### config.mk
export PLATFORM = sky130hd
export DESIGN_NAME = ddr2_req_queue_flat
export DESIGN_NICKNAME = d
export VERILOG_FILES = /design/src/rtl/ddr2_req_queue_pkg.sv /design/src/rtl/ddr2_req_queue_if.sv /design/src/rtl/ddr2_sync_fifo.sv /design/src/rtl/ddr2_req_queue.sv /design/src/flat_wrapper.sv
export SDC_FILE = /design/constraint.sdc
export NUM_CORES = 1
export LEC_CHECK = 0
export BUFFER_PORTS_ARGS = -buffer_cell sky130_fd_sc_hd__buf_4
export CORE_MARGIN = 2
export CORE_UTILIZATION = 40
export DETAILED_ROUTE_END_ITERATION = 12
export MAX_ROUTING_LAYER = met4
export PLACE_DENSITY = 0.69
export SYNTH_ARGS = -nofsm -noshare
export SYNTH_HDL_FRONTEND = slang
export SYNTH_SLANG_ARGS = --single-unit
### constraint.sdc
create_clock -name clk -period 3.45 [get_ports clk]
set_input_delay 0.345 -clock clk [delete_from_list [all_inputs] [get_ports clk]]
set_output_delay 0.345 -clock clk [all_outputs]
set_load 0.005 [all_outputs]
### src/rtl/ddr2_req_queue_pkg.sv
// Shared types for the DDR2 request queue: bus widths, queue FSM states,
// the buffered request record and the watchdog counter sizing helper.
// Imported by the interface, the FIFO user and the top level.
package ddr2_req_queue_pkg;

    localparam int C_ADDR_W = 26;   // {row[25:13], bank[12:10], col[9:0]}
    localparam int C_DATA_W = 64;

    typedef enum logic [1:0] {
        QS_IDLE  = 2'd0,
        QS_ISSUE = 2'd1,
        QS_DRAIN = 2'd2
    } qstate_t;

    // One buffered request; 91 bits wide.
    typedef struct packed {
        logic                we;
        logic [C_ADDR_W-1:0] addr;
        logic [C_DATA_W-1:0] wdata;
    } req_t;

    localparam int REQ_W = $bits(req_t);

    // Watchdog counter only has to hold 0..timeout-1.
    function automatic int wd_width(input int timeout);
        return (timeout > 1) ? $clog2(timeout) : 1;
    endfunction

endpackage

### src/rtl/ddr2_req_queue_if.sv
// Request/response and controller-side signal bundle of the DDR2 request queue.
// slave  : the queue itself (accepts user requests, drives the controller client port).
// master : the surroundings (user logic plus DDR2 controller).
interface ddr2_req_queue_if;
    import ddr2_req_queue_pkg::*;

    // user side
    logic                req_valid;
    logic                req_ready;
    logic                req_we;
    logic [C_ADDR_W-1:0] req_addr;
    logic [C_DATA_W-1:0] req_wdata;
    logic                rsp_valid;
    logic [C_DATA_W-1:0] rsp_rdata;
    logic                wr_done;

    // controller client port
    logic [C_ADDR_W-1:0] c_addr;
    logic [C_DATA_W-1:0] c_data_in;
    logic                c_rd_req;
    logic                c_wr_req;
    logic                c_rdy;
    logic                c_ack;
    logic [C_DATA_W-1:0] c_data_out;

    modport slave (
        input  req_valid, req_we, req_addr, req_wdata,
        output req_ready, rsp_valid, rsp_rdata, wr_done,
        output c_addr, c_data_in, c_rd_req, c_wr_req,
        input  c_rdy, c_ack, c_data_out
    );

    modport master (
        output req_valid, req_we, req_addr, req_wdata,
        input  req_ready, rsp_valid, rsp_rdata, wr_done,
        input  c_addr, c_data_in, c_rd_req, c_wr_req,
        output c_rdy, c_ack, c_data_out
    );

endinterface

### src/rtl/ddr2_sync_fifo.sv
// Purpose : synchronous FIFO, registered pointers and count, no fall-through.
// Latency : a push is visible at rdata/empty one cycle later; rdata shows the head while !empty.
// Backpr. : full from the registered count; push while full and pop while empty are ignored.
// Ports   : clk, rst_n (sync, active-low), push/wdata, pop/rdata, full, empty.
module ddr2_sync_fifo #(
    parameter int WIDTH = 91,
    parameter int DEPTH = 4     // power of 2, >= 2
) (
    input  logic             clk,
    input  logic             rst_n,
    input  logic             push,
    input  logic [WIDTH-1:0] wdata,
    input  logic             pop,
    output logic [WIDTH-1:0] rdata,
    output logic             full,
    output logic             empty
);

    localparam int AW = $clog2(DEPTH);

    logic [WIDTH-1:0] mem [DEPTH];
    logic [AW-1:0]    wr_ptr;
    logic [AW-1:0]    rd_ptr;
    logic [AW:0]      count;
    logic             do_push;
    logic             do_pop;

    assign do_push = push && !full;
    assign do_pop  = pop && !empty;

    // Pointers wrap naturally because DEPTH is a power of 2.
    always_ff @(posedge clk) begin
        if (!rst_n) begin
            wr_ptr <= '0;
            rd_ptr <= '0;
            count  <= '0;
        end else begin
            if (do_push) wr_ptr <= wr_ptr + 1'b1;
            if (do_pop)  rd_ptr <= rd_ptr + 1'b1;
            case ({do_push, do_pop})
                2'b10:   count <= count + 1'b1;
                2'b01:   count <= count - 1'b1;
                default: ;
            endcase
        end
    end

    // Storage carries no reset; only the pointers define validity.
    always_ff @(posedge clk) begin
        if (do_push) mem[wr_ptr] <= wdata;
    end

    assign rdata = mem[rd_ptr];
    assign full  = (count == (AW+1)'(DEPTH));
    assign empty = (count == '0);

endmodule

### src/rtl/ddr2_req_queue.sv
// Purpose : buffers user read/write requests and issues them one at a time to the DDR2 controller.
// Latency : request into empty queue with c_rdy=1 -> c_*_req high 2 cycles after accept; response 1 cycle after c_ack.
// Backpr. : req_ready = FIFO not full (registered count); issue waits for c_rdy; one request outstanding.
// Ports   : clk, rst_n (sync, active-low); bus (slave modport: user req/rsp + controller client port);
//           busy (queue non-empty or request in flight); err_timeout (sticky watchdog error).
module ddr2_req_queue
    import ddr2_req_queue_pkg::*;
#(
    parameter int DEPTH   = 4,      // power of 2, >= 2
    parameter int TIMEOUT = 4096    // ISSUE cycles without c_ack before error; 0 disables
) (
    input  logic            clk,
    input  logic            rst_n,
    ddr2_req_queue_if.slave bus,
    output logic            busy,
    output logic            err_timeout
);

    localparam int             WD_W    = wd_width(TIMEOUT);
    localparam bit             WD_EN   = (TIMEOUT != 0);
    // The counter holds the number of completed ISSUE cycles, so the last
    // allowed cycle is the one entered with TIMEOUT-1 already counted.
    localparam logic [WD_W-1:0] WD_LAST = WD_W'((TIMEOUT > 0) ? TIMEOUT - 1 : 0);

    qstate_t          state;
    qstate_t          state_nxt;
    req_t             head;
    req_t             iss;
    logic             fifo_push;
    logic             fifo_pop;
    logic             fifo_full;
    logic             fifo_empty;
    logic [WD_W-1:0]  wd_cnt;
    logic             wd_hit;
    logic             drain_seen;
    logic             rsp_valid_q;
    logic             wr_done_q;
    logic [C_DATA_W-1:0] rsp_rdata_q;
    logic             err_q;
    logic             rd_req;
    logic             wr_req;

    // ------------------------------------------------------------------
    // Request buffer
    // ------------------------------------------------------------------
    assign fifo_push = bus.req_valid && bus.req_ready;

    ddr2_sync_fifo #(
        .WIDTH (REQ_W),
        .DEPTH (DEPTH)
    ) u_fifo (
        .clk   (clk),
        .rst_n (rst_n),
        .push  (fifo_push),
        .wdata ({bus.req_we, bus.req_addr, bus.req_wdata}),
        .pop   (fifo_pop),
        .rdata (head),
        .full  (fifo_full),
        .empty (fifo_empty)
    );

    assign wd_hit = WD_EN && (wd_cnt == WD_LAST);

    // ------------------------------------------------------------------
    // FSM: state register
    // ------------------------------------------------------------------
    always_ff @(posedge clk) begin
        if (!rst_n) state <= QS_IDLE;
        else        state <= state_nxt;
    end

    // ------------------------------------------------------------------
    // FSM: next state
    // ------------------------------------------------------------------
    always_comb begin
        state_nxt = state;
        case (state)
            QS_IDLE:  if (!fifo_empty && bus.c_rdy) state_nxt = QS_ISSUE;
            // An ack in the last watchdog cycle still completes normally.
            QS_ISSUE: if (bus.c_ack || wd_hit)      state_nxt = QS_DRAIN;
            // Spend at least one cycle here so a c_rdy that has not yet fallen
            // after the ack cannot trigger an immediate re-issue.
            QS_DRAIN: if (drain_seen && bus.c_rdy)  state_nxt = QS_IDLE;
            default:                                state_nxt = QS_IDLE;
        endcase
    end

    // ------------------------------------------------------------------
    // FSM: outputs
    // ------------------------------------------------------------------
    always_comb begin
        fifo_pop = 1'b0;
        rd_req   = 1'b0;
        wr_req   = 1'b0;
        busy     = !fifo_empty || (state != QS_IDLE);
        case (state)
            QS_IDLE:  fifo_pop = !fifo_empty && bus.c_rdy;
            QS_ISSUE: begin
                rd_req = !iss.we;
                wr_req =  iss.we;
            end
            default: ;
        endcase
    end

    // ------------------------------------------------------------------
    // Issue registers, watchdog and response capture
    // ------------------------------------------------------------------
    always_ff @(posedge clk) begin
        if (!rst_n) begin
            iss         <= '0;
            wd_cnt      <= '0;
            drain_seen  <= 1'b0;
            rsp_valid_q <= 1'b0;
            wr_done_q   <= 1'b0;
            rsp_rdata_q <= '0;
            err_q       <= 1'b0;
        end else begin
            rsp_valid_q <= 1'b0;
            wr_done_q   <= 1'b0;
            drain_seen  <= (state == QS_DRAIN);

            if (fifo_pop) begin
                iss    <= head;
                wd_cnt <= '0;
            end

            // c_ack is only meaningful while a request is presented.
            if (state == QS_ISSUE) begin
                if (bus.c_ack) begin
                    if (iss.we) begin
                        wr_done_q <= 1'b1;
                    end else begin
                        rsp_valid_q <= 1'b1;
                        rsp_rdata_q <= bus.c_data_out;
                    end
                end else if (wd_hit) begin
                    err_q <= 1'b1;
                end else begin
                    wd_cnt <= wd_cnt + 1'b1;
                end
            end
        end
    end

    assign bus.req_ready = !fifo_full;
    assign bus.c_addr    = iss.addr;
    assign bus.c_data_in = iss.wdata;
    assign bus.c_rd_req  = rd_req;
    assign bus.c_wr_req  = wr_req;
    assign bus.rsp_valid = rsp_valid_q;
    assign bus.rsp_rdata = rsp_rdata_q;
    assign bus.wr_done   = wr_done_q;
    assign err_timeout   = err_q;

endmodule
### src/flat_wrapper.sv
// flat-port wrapper written by rule: the top's interface ports become plain ports
module ddr2_req_queue_flat import ddr2_req_queue_pkg::*;
#(
    parameter int DEPTH   = 4,                         
    parameter int TIMEOUT = 4096                                                          
)
  (clk, rst_n, busy, err_timeout, bus_req_valid, bus_req_we, bus_req_addr, bus_req_wdata, bus_req_ready, bus_rsp_valid, bus_rsp_rdata, bus_wr_done, bus_c_addr, bus_c_data_in, bus_c_rd_req, bus_c_wr_req, bus_c_rdy, bus_c_ack, bus_c_data_out);
  ddr2_req_queue_if bus_i ();
  input  logic clk;
  input  logic rst_n;
  output logic busy;
  output logic err_timeout;
  input wire logic [$bits(bus_i.req_valid)-1:0] bus_req_valid;
  input wire logic [$bits(bus_i.req_we)-1:0] bus_req_we;
  input wire logic [$bits(bus_i.req_addr)-1:0] bus_req_addr;
  input wire logic [$bits(bus_i.req_wdata)-1:0] bus_req_wdata;
  output wire logic [$bits(bus_i.req_ready)-1:0] bus_req_ready;
  output wire logic [$bits(bus_i.rsp_valid)-1:0] bus_rsp_valid;
  output wire logic [$bits(bus_i.rsp_rdata)-1:0] bus_rsp_rdata;
  output wire logic [$bits(bus_i.wr_done)-1:0] bus_wr_done;
  output wire logic [$bits(bus_i.c_addr)-1:0] bus_c_addr;
  output wire logic [$bits(bus_i.c_data_in)-1:0] bus_c_data_in;
  output wire logic [$bits(bus_i.c_rd_req)-1:0] bus_c_rd_req;
  output wire logic [$bits(bus_i.c_wr_req)-1:0] bus_c_wr_req;
  input wire logic [$bits(bus_i.c_rdy)-1:0] bus_c_rdy;
  input wire logic [$bits(bus_i.c_ack)-1:0] bus_c_ack;
  input wire logic [$bits(bus_i.c_data_out)-1:0] bus_c_data_out;
  assign bus_i.req_valid = bus_req_valid;
  assign bus_i.req_we = bus_req_we;
  assign bus_i.req_addr = bus_req_addr;
  assign bus_i.req_wdata = bus_req_wdata;
  assign bus_req_ready = bus_i.req_ready;
  assign bus_rsp_valid = bus_i.rsp_valid;
  assign bus_rsp_rdata = bus_i.rsp_rdata;
  assign bus_wr_done = bus_i.wr_done;
  assign bus_c_addr = bus_i.c_addr;
  assign bus_c_data_in = bus_i.c_data_in;
  assign bus_c_rd_req = bus_i.c_rd_req;
  assign bus_c_wr_req = bus_i.c_wr_req;
  assign bus_i.c_rdy = bus_c_rdy;
  assign bus_i.c_ack = bus_c_ack;
  assign bus_i.c_data_out = bus_c_data_out;
  ddr2_req_queue #(.DEPTH(DEPTH), .TIMEOUT(TIMEOUT)) u_core (.clk(clk), .rst_n(rst_n), .bus(bus_i), .busy(busy), .err_timeout(err_timeout));
endmodule
==> metrics <==
worst-path fanout max=23; CTS tree=done; Critical Path RT=3940 ps; Post-synth top flop=edfxtp_1; Worst R2R Start=u_core.state[1]; setup slack after layout=1030 ps; crit path time final=roughly 2400 ps; Static Leak=9.49 nW; Post-Syn Area=20800 um2; post-synth top area share=0.526; Initial Utilization=0.405; max incr delay on CP=430 ps; Hold Crit Start=bus_c_data_out[46]; final setup vio count=0; unrepaired setup endpoints after global routing=false; most common cell in the netlist=edfxtp_1; clock skew=37.2 ps; Core Area=51300 um2; worst vdd ir=620 uV; critical path class=flip-flop to flip-flop; largest net degree at the start of global routing=160; sequential area share after synthesis=0.700; # H-tree levels=2; setup bufs post-CTS=0; fin nets=1932; Die Y=232 um; syn_nets=between 1500 and 2000; CP arrival=a little under 3000 ps; Mapped Cells=approximately 1400; share of cells above drive strength 1=0.302; Post-DP HPWL=27000 um; Finished Core Util=0.520; Initial DRC Count=around 660; GRT Overall Usage=0.179; crit path from=u_core.state[1]; clock sinks=roughly 540; status=finished, final reports clean; Place WS=970 ps; slew margin rel.=0.229; Critical Path Start Type=flip-flop; Max Freq=413 MHz; Final Max Tran Viols=0; syn_area_per_cell=15.0 um2; Clk Latency, worst-skew pair=610 ps; Hold/Removal Path Class=input port to flip-flop; Remaining DRCs=0; asr flop ratio synth=0; IO Port Bufs=320; Synth top cells by count=edfxtp_1, nand2_1, dfxtp_1; top cell family by delay on the critical path=adder cells; YS warnings=0; top post-synthesis cells by area=edfxtp_1, dfxtp_1, mux4_2, nand2_1, a21boi_0; CTS buffer count=58; fin crit share=0.702; Cell Pwr Density=686 nW/um2; max_cap viols=0; final wirelength=47400 um; layout overhead on the synthesized area=28.5%; Final Wtd Congestion=0.817; Wirelength per Cell=19.0 um; Post-synth EDFFs=roughly 360; vias in the first global route=12813; total die area=53800 um2; worst-path cell chain=nor2_1 > nand3b_4 > inv_4 > ha_1 > inv_1 > fa_1 > xor2_1 > or3_1 > a21boi_0; clk slew on worst S/H paths=60 ps; initial antenna violation count=4; hold buffers post-CTS=147; Die X=232 um; Max Root-Sink Buffers=3; Synth area leader=edfxtp_1; Worst-Margin Slew=1150 ps; DRT Pass-1 Iters=7; Seq cells post-synth=544; via-per-instance ratio=4.92; r2r setup slk=1030 ps; first-pass GRT wire length=72100 um; Synth cell types=47; total grt overflow=0; Ports=321; Final ANT Viol Nets=0; TNS Setup=0 ps; CTS Root Cell=clkbuf_16; Rows=a little over 80; final hold vios=0; slowest CP cell=fa_1; Vias=12294; Setup crit end kind=flip-flop; post-CTS sizing=0; Worst Path Buf+Inv=2
[final cells by class]
class | instances | area [um2]
inverters | 8 | 32.5
flip-flops and latches | 544 | 14500
clock inverters | 30 | 330
well taps | 680 | 851
repair buffers | 486 | 4100
diodes | 4 | 10.0
clock buffers | 79 | 1650
fillers | 4160 | 24600
multi-input cells | 667 | 5180
[cell families (layout without fill, tap and decap cells)]
family,Yosys count,count (layout),share of synthesized area
other,0,4,0
AND/OR/NAND/NOR,381,381,0.0761
AO/OA/AOI/OAI,181,181,0.0653
adder cells (fa/ha/maj),7,7,0.00458
XOR/XNOR,6,6,0.00253
flip-flops,544,544,0.700
buffers and inverters,171,603,0.0527
multiplexers,92,92,0.0992
[worst min-delay path, stage by stage]
cell	delay [ps]
buf_4	110
nand2_1	40
a21boi_0	60
[worst paths after layout]
path                            cells after the start                       end
worst max register to register                      9    u_core.u_fifo.count[2]
worst max-delay path                                9    u_core.u_fifo.count[2]
worst min-delay path                                3  u_core.bus.rsp_rdata[46]
worst min register to register                      2   u_core.bus.rsp_rdata[5]
[power breakdown]
part	internal [W]	leakage [nW]	switching [W]
clock	0.00381	0.964	0.00252
combinational	0.00188	3.73	0.00184
sequential	0.00782	4.80	0.000454
[per-layer routing]
layer	share of wire	track usage	vias to the layer above
li1	-	-	5717
met1	0.42	0.217	6162
met2	0.50	0.299	334
met3	0.061	0.0433	81
met4	0.022	0.0503	0
met5	0	-	-
[stage by stage]
step / hold WS [ps] / total power, W / instance area, um2 / cells
global placement: 445 / 0.0120 / 23200 / 2238
detailed placement: 450 / 0.0121 / 23200 / 2238
floorplan: 444 / 0.0109 / 20800 / 1382
finish: 36.1 / 0.0183 / 26700 / 2498
CTS: 0.786 / 0.0186 / 26700 / 2494
global route: 18.8 / 0.0192 / 26700 / 2498
[cell usage in the layout (no fill, tap or decap), types with 2 or more instances in the layout]
master           n
clkbuf_8        10
inv_4            2
o21ai_0          5
nand2_2          2
a21boi_1        11
clkinv_2        10
clkbuf_1        10
nor2_1           4
nand4_1          2
nand3_1          5
edfxtp_1       364
dfxtp_4          2
nor3b_1          2
nand2_1        323
diode_2          4
ha_1             6
clkinvlp_4       6
xnor2_1          5
a21oi_1          4
buf_4          332
clkbuf_16       59
inv_1            7
inv_6            3
buf_12           7
nor2b_1          4
and2_1           8
a31oi_1          3
mux4_2          91
dlygate4sd3_1  147
a211o_2          4
dfxtp_1        178
a21boi_0       147
nor3_1           8
clkinv_1         3
bufinv_16        6
and3_4           5
and3_1           8
[sequential cells by signal (all words and copies together), names as in the netlist]
| name | count |
|---|---|
| u_core.bus.c_addr | 26 |
| u_core.bus.c_data_in | 64 |
| u_core.bus.rsp_rdata | 64 |
| u_core.bus.rsp_valid | 1 |
| u_core.bus.wr_done | 1 |
| u_core.drain_seen | 1 |
| u_core.err_timeout | 1 |
| u_core.iss | 1 |
| u_core.state | 2 |
| u_core.u_fifo.count | 3 |
| u_core.u_fifo.mem | 364 |
| u_core.u_fifo.rd_ptr | 2 |
| u_core.u_fifo.wr_ptr | 2 |
| u_core.wd_cnt | 12 |
Power figures use the tool's default switching activity.
